File: src/rtl/mc_controller.sv
// mc_controller: multi-cycle MIPS control unit.
//   Steps each instruction through FETCH/DECODE/EXEC/MEM/WB and drives the
//   shared datapath from the current state plus the IR op/func fields.
//   Data memory accesses wait for mem_ready. A wait that runs too long ends
//   in a sticky FAULT state, which only reset clears.
//
// Parameters
//   MEM_TIMEOUT  longest MEM wait in cycles; 0 means wait indefinitely
//   ZERO_WAIT    1: every MEM state lasts one cycle and mem_ready is ignored
//
// Ports
//   clk, reset        clock (rising edge); asynchronous active-high reset
//   op, func          IR[31:26], IR[5:0]
//   zero              ALU equal flag, valid in EXEC
//   mem_ready         data memory has finished the current access
//   IRWrite, PCWrite  IR latch and PC update strobes
//   MemRead/MemWrite  data memory strobes
//   MemtoReg, RegDst  GRF write data / address selects
//   RegWrite          GRF write enable
//   ALU_SRC, ALUop    ALU B select and operation
//   NPCop, EXTop      next-PC select and immediate extension mode
//   state, fault      debug state encoding; sticky fault flag
//
// state  | meaning
// FETCH  | read instruction into IR, PC <= PC+4
// DECODE | decode; jumps (j/jal/jr) and nop finish here
// EXEC   | ALU operation; beq resolves here
// MEM    | data memory access; waits for mem_ready, bounded by MEM_TIMEOUT
// WB     | write result to the GRF
// FAULT  | unsupported instruction or memory timeout; absorbing until reset
module mc_controller #(
  parameter int MEM_TIMEOUT = 15,
  parameter bit ZERO_WAIT   = 1'b0
) (
  input  logic       clk,
  input  logic       reset,
  input  logic [5:0] op,
  input  logic [5:0] func,
  input  logic       zero,
  input  logic       mem_ready,
  output logic       IRWrite,
  output logic       PCWrite,
  output logic       MemRead,
  output logic       MemWrite,
  output logic [1:0] MemtoReg,
  output logic       ALU_SRC,
  output logic [1:0] RegDst,
  output logic       RegWrite,
  output logic [3:0] ALUop,
  output logic [1:0] NPCop,
  output logic       EXTop,
  output logic [2:0] state,
  output logic       fault
);

  typedef enum logic [2:0] {
    S_FETCH  = 3'd0,
    S_DECODE = 3'd1,
    S_EXEC   = 3'd2,
    S_MEM    = 3'd3,
    S_WB     = 3'd4,
    S_FAULT  = 3'd7
  } state_t;

  // The counter must still be at least one bit wide when the timeout is disabled.
  localparam int CW = (MEM_TIMEOUT < 1) ? 1 : $clog2(MEM_TIMEOUT + 1);
  localparam logic [CW-1:0] CNT_MAX  = '1;
  localparam logic [CW-1:0] CNT_LAST = CW'((MEM_TIMEOUT > 0) ? (MEM_TIMEOUT - 1) : 0);

  state_t        state_q, state_d;
  logic [CW-1:0] cnt_q, cnt_d;

  // Instruction decode
  logic is_r, is_addu, is_subu, is_jr, is_nop;
  logic is_ori, is_lui, is_lw, is_sw, is_beq, is_j, is_jal, is_known;

  assign is_r     = (op == 6'h00);
  assign is_addu  = is_r && (func == 6'h21);
  assign is_subu  = is_r && (func == 6'h23);
  assign is_jr    = is_r && (func == 6'h08);
  assign is_nop   = is_r && (func == 6'h00);
  assign is_ori   = (op == 6'h0D);
  assign is_lui   = (op == 6'h0F);
  assign is_lw    = (op == 6'h23);
  assign is_sw    = (op == 6'h2B);
  assign is_beq   = (op == 6'h04);
  assign is_j     = (op == 6'h02);
  assign is_jal   = (op == 6'h03);
  assign is_known = is_addu | is_subu | is_jr | is_nop | is_ori | is_lui |
                    is_lw | is_sw | is_beq | is_j | is_jal;

  // The mux selects follow the current decode in every state.
  logic [3:0] dec_alu;
  logic [1:0] dec_m2r, dec_rd, dec_npc;
  logic       dec_src, dec_ext;

  assign dec_alu = is_lui ? 4'd3 : is_ori ? 4'd2 : (is_subu | is_beq) ? 4'd1 : 4'd0;
  assign dec_src = is_ori | is_lui | is_lw | is_sw;
  assign dec_ext = is_lw | is_sw | is_beq;
  assign dec_rd  = is_jal ? 2'd2 : (is_addu | is_subu) ? 2'd1 : 2'd0;
  assign dec_m2r = is_jal ? 2'd2 : is_lw ? 2'd1 : 2'd0;
  assign dec_npc = is_beq ? 2'd1 : (is_j | is_jal) ? 2'd2 : is_jr ? 2'd3 : 2'd0;

  logic ready_eff;
  assign ready_eff = ZERO_WAIT ? 1'b1 : mem_ready;

  always_ff @(posedge clk or posedge reset) begin
    if (reset) begin
      state_q <= S_FETCH;
      cnt_q   <= '0;
    end else begin
      state_q <= state_d;
      cnt_q   <= cnt_d;
    end
  end

  always_comb begin
    state_d  = state_q;
    cnt_d    = cnt_q;
    IRWrite  = 1'b0;
    PCWrite  = 1'b0;
    MemRead  = 1'b0;
    MemWrite = 1'b0;
    RegWrite = 1'b0;
    MemtoReg = dec_m2r;
    ALU_SRC  = dec_src;
    RegDst   = dec_rd;
    ALUop    = dec_alu;
    NPCop    = dec_npc;
    EXTop    = dec_ext;

    case (state_q)
      S_FETCH: begin
        IRWrite = 1'b1;
        PCWrite = 1'b1;
        NPCop   = 2'd0;
        state_d = S_DECODE;
      end
      S_DECODE: begin
        if (is_j || is_jal || is_jr) begin
          PCWrite  = 1'b1;
          RegWrite = is_jal;
          state_d  = S_FETCH;
        end else if (is_nop) begin
          state_d = S_FETCH;
        end else if (!is_known) begin
          state_d = S_FAULT;
        end else begin
          state_d = S_EXEC;
        end
      end
      S_EXEC: begin
        if (is_lw || is_sw) begin
          cnt_d   = '0;
          state_d = S_MEM;
        end else if (is_beq) begin
          PCWrite = zero;
          state_d = S_FETCH;
        end else begin
          state_d = S_WB;
        end
      end
      S_MEM: begin
        MemRead  = is_lw;
        MemWrite = is_sw;
        if (ready_eff) begin
          state_d = is_lw ? S_WB : S_FETCH;
        end else if ((MEM_TIMEOUT != 0) && (cnt_q == CNT_LAST)) begin
          state_d = S_FAULT;
        end else if (cnt_q != CNT_MAX) begin
          cnt_d = cnt_q + CW'(1);
        end
      end
      S_WB: begin
        RegWrite = 1'b1;
        state_d  = S_FETCH;
      end
      S_FAULT: state_d = S_FAULT;
      default: state_d = S_FAULT;
    endcase

    // Reset is asynchronous, so all outputs drop in the same cycle reset is asserted.
    if (reset) begin
      IRWrite  = 1'b0;
      PCWrite  = 1'b0;
      MemRead  = 1'b0;
      MemWrite = 1'b0;
      RegWrite = 1'b0;
      MemtoReg = 2'd0;
      ALU_SRC  = 1'b0;
      RegDst   = 2'd0;
      ALUop    = 4'd0;
      NPCop    = 2'd0;
      EXTop    = 1'b0;
    end
  end

  assign state = state_q;
  assign fault = !reset && (state_q == S_FAULT);

endmodule

File: config.mk
export PLATFORM = sky130hd
export DESIGN_NAME = mc_controller
export DESIGN_NICKNAME = d
export VERILOG_FILES = /design/src/rtl/mc_controller.sv
export SDC_FILE = /design/constraint.sdc
export NUM_CORES = 1
export LEC_CHECK = 0
export BUFFER_PORTS_ARGS = -buffer_cell sky130_fd_sc_hd__buf_2
export CAP_MARGIN = 20
export CORE_MARGIN = 4
export CORE_UTILIZATION = 30
export CTS_CLUSTER_DIAMETER = 60
export CTS_CLUSTER_SIZE = 12
export DETAILED_ROUTE_END_ITERATION = 7
export GPL_TIMING_DRIVEN = 0
export SETUP_SLACK_MARGIN = 0.4
export SYNTH_ARGS = -nofsm -noshare
export SYNTH_HDL_FRONTEND = slang
export SYNTH_SLANG_ARGS = --single-unit
export TNS_END_PERCENT = 20
File: constraint.sdc
create_clock -name clk -period 1.8 [get_ports clk]
set_input_delay 0.09 -clock clk [delete_from_list [all_inputs] [get_ports clk]]
set_output_delay 0.09 -clock clk [all_outputs]
set_load 0.005 [all_outputs]
Word-level counts from Yosys, hierarchy flattened
Cells that the tools add are included.
{ "classes": {"addsub": 1, "n_eq_ne": 22, "muxes": 45, "bitwise_logic": 17, "reduce_logical": 14} }
{ "ops": {"columns": ["operator", "n"], "rows": [
  ["6-bit == test, second input constant", 4],
  ["2-bit 2-to-1 mux", 12],
  ["3-bit 2-to-1 mux", 8],
  ["6-bit by 4-bit == test with 1-bit output, second input constant", 3],
  ["1-bit 2-to-1 mux", 17],
  ["1-bit bitwise OR", 17],
  ["4-bit 2-to-1 mux", 4],
  ["3-bit one-hot mux with 5 select lines", 1],
  ["6-bit by 2-bit == test with 1-bit output, second input constant", 2],
  ["6-bit zero test", 2],
  ["2-bit inequality test, second input constant", 4],
  ["4-bit one-hot mux with 2 select lines", 1],
  ["3-bit by 2-bit == test with 1-bit output, second input constant", 2],
  ["3-bit == test, second input constant", 2],
  ["6-bit by 3-bit == test with 1-bit output, second input constant", 1],
  ["1-bit logical AND", 5],
  ["5-bit AND reduction", 1],
  ["4-bit by 1-bit adder with 4-bit output, second input constant", 1],
  ["4-bit == test, second input constant", 1],
  ["4-bit inequality test, second input constant", 1],
  ["3-bit by 1-bit == test with 1-bit output, second input constant", 1],
  ["3-bit zero test", 1],
  ["1-bit logical OR", 3],
  ["3-bit inequality test, second input constant", 1],
  ["4 further kinds", 4]
]} }
{ "word_totals": {"register_bits": 7, "in_bits": 16, "output_inout_bits": 21, "word_cells": 101} }

Depth between registers and ports, before layout
{ "logic_depth": {"word_depth": 16, "mapped_depth": 7, "depth_no_buf": 7} }

Least setup slack after synthesis
Ideal clock, no wire load.
{ "synth_path": {"kind": "reg2reg", "start": "register cnt_q[0]", "end": "register cnt_q[3]", "setup_time_ps": 123, "arrival_time_ps": 1357, "t_required_ps": 1677, "slack_ps": 321, "path_stages_with_launch": 8, "n_path_buf": 0, "period_less_slack_ps": 1479, "path_cell_list": "dfrtp_1 inv_1 ha_1 o211ai_1 nor4b_2 nand4_1 xor2_1 nor2_1"} }
{ "synth_between": {"elab_chain_len": 5, "elab_cells_between_ends": 10, "cone_classes": "add/sub (1); eq/ne (4); mux (4); reduce/logical (1)"} }
{ "synth_lines": {"columns": ["item", "line", "rtl"], "rows": [
  ["start, declared", "71", "logic [CW-1:0] cnt_q, cnt_d;"],
  ["start signal, assigned", "113", "cnt_q <= cnt_d;"],
  ["4-bit by 1-bit adder with 4-bit output", "171", "cnt_d = cnt_q + CW'(1);"],
  ["4-bit 2-to-1 mux", "170", "end else if (cnt_q != CNT_MAX) begin"],
  ["4-bit 2-to-1 mux", "168", "end else if ((MEM_TIMEOUT != 0) && (cnt_q == CNT_LAST)) begin"],
  ["4-bit 2-to-1 mux", "166", "if (ready_eff) begin"],
  ["4-bit one-hot mux with 2 select lines", "132", "case (state_q)"]
]} }
Several ways; a longest one is shown, not always the timed one. The select of a mux whose other input is x is not followed.
A chain may end at the register's enable or synchronous reset.

Final worst setup path
Ends and elaborated chain as after synthesis.

==> results.md <==
* Status: finished, final reports clean
* Power Dens Cells at 336 nW/um^2
* Largest net degree at the start of global routing at 11
* Xor/xnor share of the synthesized area at 0.0208
* First-pass GRT wire length at 3970 um
* Synth cell count leaders: nor2_1 (14), nand2_1 (11), nand3_1 (8), nor3_1 (8), dfrtp_1 (7)
* Max IR drop VDD at 0.000375 V
* Crit Path Max Fanout at 3
* Post-synth ARST share at 1.00
* Reg2Reg Depth at 7
* Startpoint types: flop
* Final worst slack at 0.222 ns
* Top cell type's share of synthesized area at 0.208
* IO buf count at 32
* Die X at 60.9 um
* Via-per-instance ratio at 5.04
* Tcrit/Tclk final at 0.877
* Synth Flop Type: dfrtp_1
* H-tree Lvls at 1
* Max Used Layer: met4
* Clock root buffer: clkbuf_4
* Post-synthesis mux area share at 0
* Initial DRC count at 36
* Drt pass-1 iters at 4
* Flop-to-flop setup slack at 0.22 ns
* Final setup viols at 0
* Largest family of logic cells by synthesized area: simple AND/OR/NAND/NOR gates
* Fmax at 0.634 GHz
* WHS Path Cells at 3
* Syn avg cell area at 7.51 um^2
* Max stage delay on crit path at 0.38 ns
* Worst-Skew Late Latency at 0.25 ns
* DRT Wirelength at 2450 um
* Post-synthesis adder-cell area fraction at 0.0298
* Synth Area in Simple Gates at 0.506
* Initial antenna violation count at 0
* CTS tree: yes
* Compound-Gate Fraction of Synth Area at 0.153
* Die ar. at 3710 um^2
* Post-Syn Instances at 112
* Max_cap viols at 0
* Crit path required time at 1.98 ns
* Placed cell count at 175
* Ys Warns at 0
* Setup WS pre-CTS at 0.153 ns
* Slowest cell on the critical path: dfrtp_1
* Final hold violation count at 0
* I/O pins at 37
* Final min period at 1.58 ns
* Global route overflow at 0
* Clock Sinks at 7
* Worst path cell trace: inv_1 > ha_2 > o211ai_1 > nor4b_4 > nand4_1 > xor2_1 > nor2_1
* Routability-driven placement congestion ratio at 0.849
* CP Buf/Inv Count at 1
* Post-detailed-route count of antenna-violating nets at 0
* Ranking of synthesized cells by area: dfrtp_1 (21%), nor2_1 (6.3%), nand2_1 (4.9%)
* Core ar. at 2570 um^2
* Antenna Cells at 0
* Hpwl dp at 1940 um
* Number of fillers in the final layout at 288
* DRT met1 WL at 1120 um
* Worst Path Class, Setup: reg -> reg
* Seq cells post-synth at 7
* Area grow syn2layout at 35.6%
* Cts bufs inserted at 3
* HP Start: mem_ready
* Drt wl/cell at 13.3 um
* Vias at 928
* Post-synth EDFFs at 0
* Number of distinct library cells after synthesis at 40
* Worst r2r src: cnt_q[0]
* Worst-path clk slew at 0.05 ns
* Vias in the first global route at 901
* CP top delay family: simple AND/OR/NAND/NOR gates
* GRT Total Usage at 0.141
* Die height at 60.9 um
* Max Slew Vio Count at 0
* Starting density of the core at 0.327
* Maximum clock insertion buffer count at 2
* Reg2reg end: cnt_q[3]
* Setup_tns at 0 ns
* Worst clock skew at 0.00471 ns
* Hold WC Path Type: in -> reg
* Met3 Wirelength at 149 um
* Met2 wire length at 1160 um
* Layout cells sized above 1 at 0.403
* Fin cells at 184
* Final nets at 173
* Crit. End Element: flop
* Row cnt at 18
* Synth Cell Area at 841 um^2
* RSZ-0062 raised after global routing: true
* Leak Pwr at 0.510 nW
* Most frequent cell after synthesis: nor2_1
* Biggest area consumer among synthesized cells: dfrtp_1
* Post-synthesis sequential area ratio at 0.208
* CP arrival at 1.76 ns
* DRC viols at 0
* Hold EP: state[2]
## state kept, by name, summed over array words and instances, names as in the netlist
signal  cells
cnt_q       4
state       3
## area by class of cell
class	instances	area, um^2	area share
inverters	3	11.3	0.00988
repair buffers	37	200	0.176
plain buffers	9	58.8	0.0516
multi-input cells	94	631	0.553
flip-flops and latches	7	175	0.154
well taps	30	37.5	0.0329
clock buffers	4	26.3	0.0231
## layout by cell type (no fill, tap or decap), drive strengths merged, types with 3 or more instances in the layout
cell type	instances
a21oi	5
buf	43
clkbuf	6
dfrtp	7
inv	3
nand2	12
nand2b	5
nand3	8
nand4	4
nor2	14
nor3	11
nor4	3
o21ai	5
## layer usage
layer	vias up	GRT usage
li1	488	-
met1	406	0.176
met2	29	0.247
met3	5	0.0362
met4	0	0.0279
met5	-	0
## logic make-up after synthesis
family | Yosys count
simple gates | 69
compound gates | 19
buf+inv | 12
flops | 7
xor+xnor | 2
fa+ha+maj | 2
other cells | 1
## report_power, final
part	switching, mW	internal [mW]	total, mW
combinational	0.0492	0.0328	0.0820
clock	0.0591	0.0847	0.144
sequential	0	0.158	0.158
total	0.108	0.275	0.383
## tightest hold or removal path, delay by kind of cell
| family | cells | cell delay [ns] |
|---|---|---|
| buffers and inverters | 1 | 0.15 |
| AOI/OAI and AO/OA | 2 | 0.24 |
## what timing repair did
| action | 4_1_cts | 5_1_grt |
|---|---|---|
| pin swaps | 3 | 3 |
| setup buffers | 2 | 2 |
| endpoints found under the hold margin | 7 | 0 |
| endpoints found under the setup margin | 8 | 13 |
| gates resized for setup | 2 | 6 |
| hold buffers | 1 | 0 |
## metrics by stage
step                area, um^2  total power, mW   util  hold slack, ns
finish                    1140            0.383  0.444           0.266
global route              1140            0.407  0.444           0.302
CTS                       1100            0.391  0.430           0.260
detailed placement        1040            0.240  0.406          0.0969
global placement          1040            0.239  0.406           0.100
floorplan                  845            0.203      -          -0.101
## how the worst max path moves through the flow
stage / startpoint / endpoint / slack (ns) / cells past startpoint
2_1_floorplan: cnt_q[0] / cnt_q[3] / 0.34 / 7
3_5_place_dp: cnt_q[0] / cnt_q[3] / 0.15 / 7
6_report: cnt_q[0] / cnt_q[3] / 0.22 / 7
3_3_place_gp: cnt_q[0] / cnt_q[3] / 0.21 / 7
4_1_cts: cnt_q[0] / cnt_q[3] / 0.19 / 7
5_1_grt: cnt_q[1] / cnt_q[3] / 0.14 / 6
(Power assumes the default switching activity.)
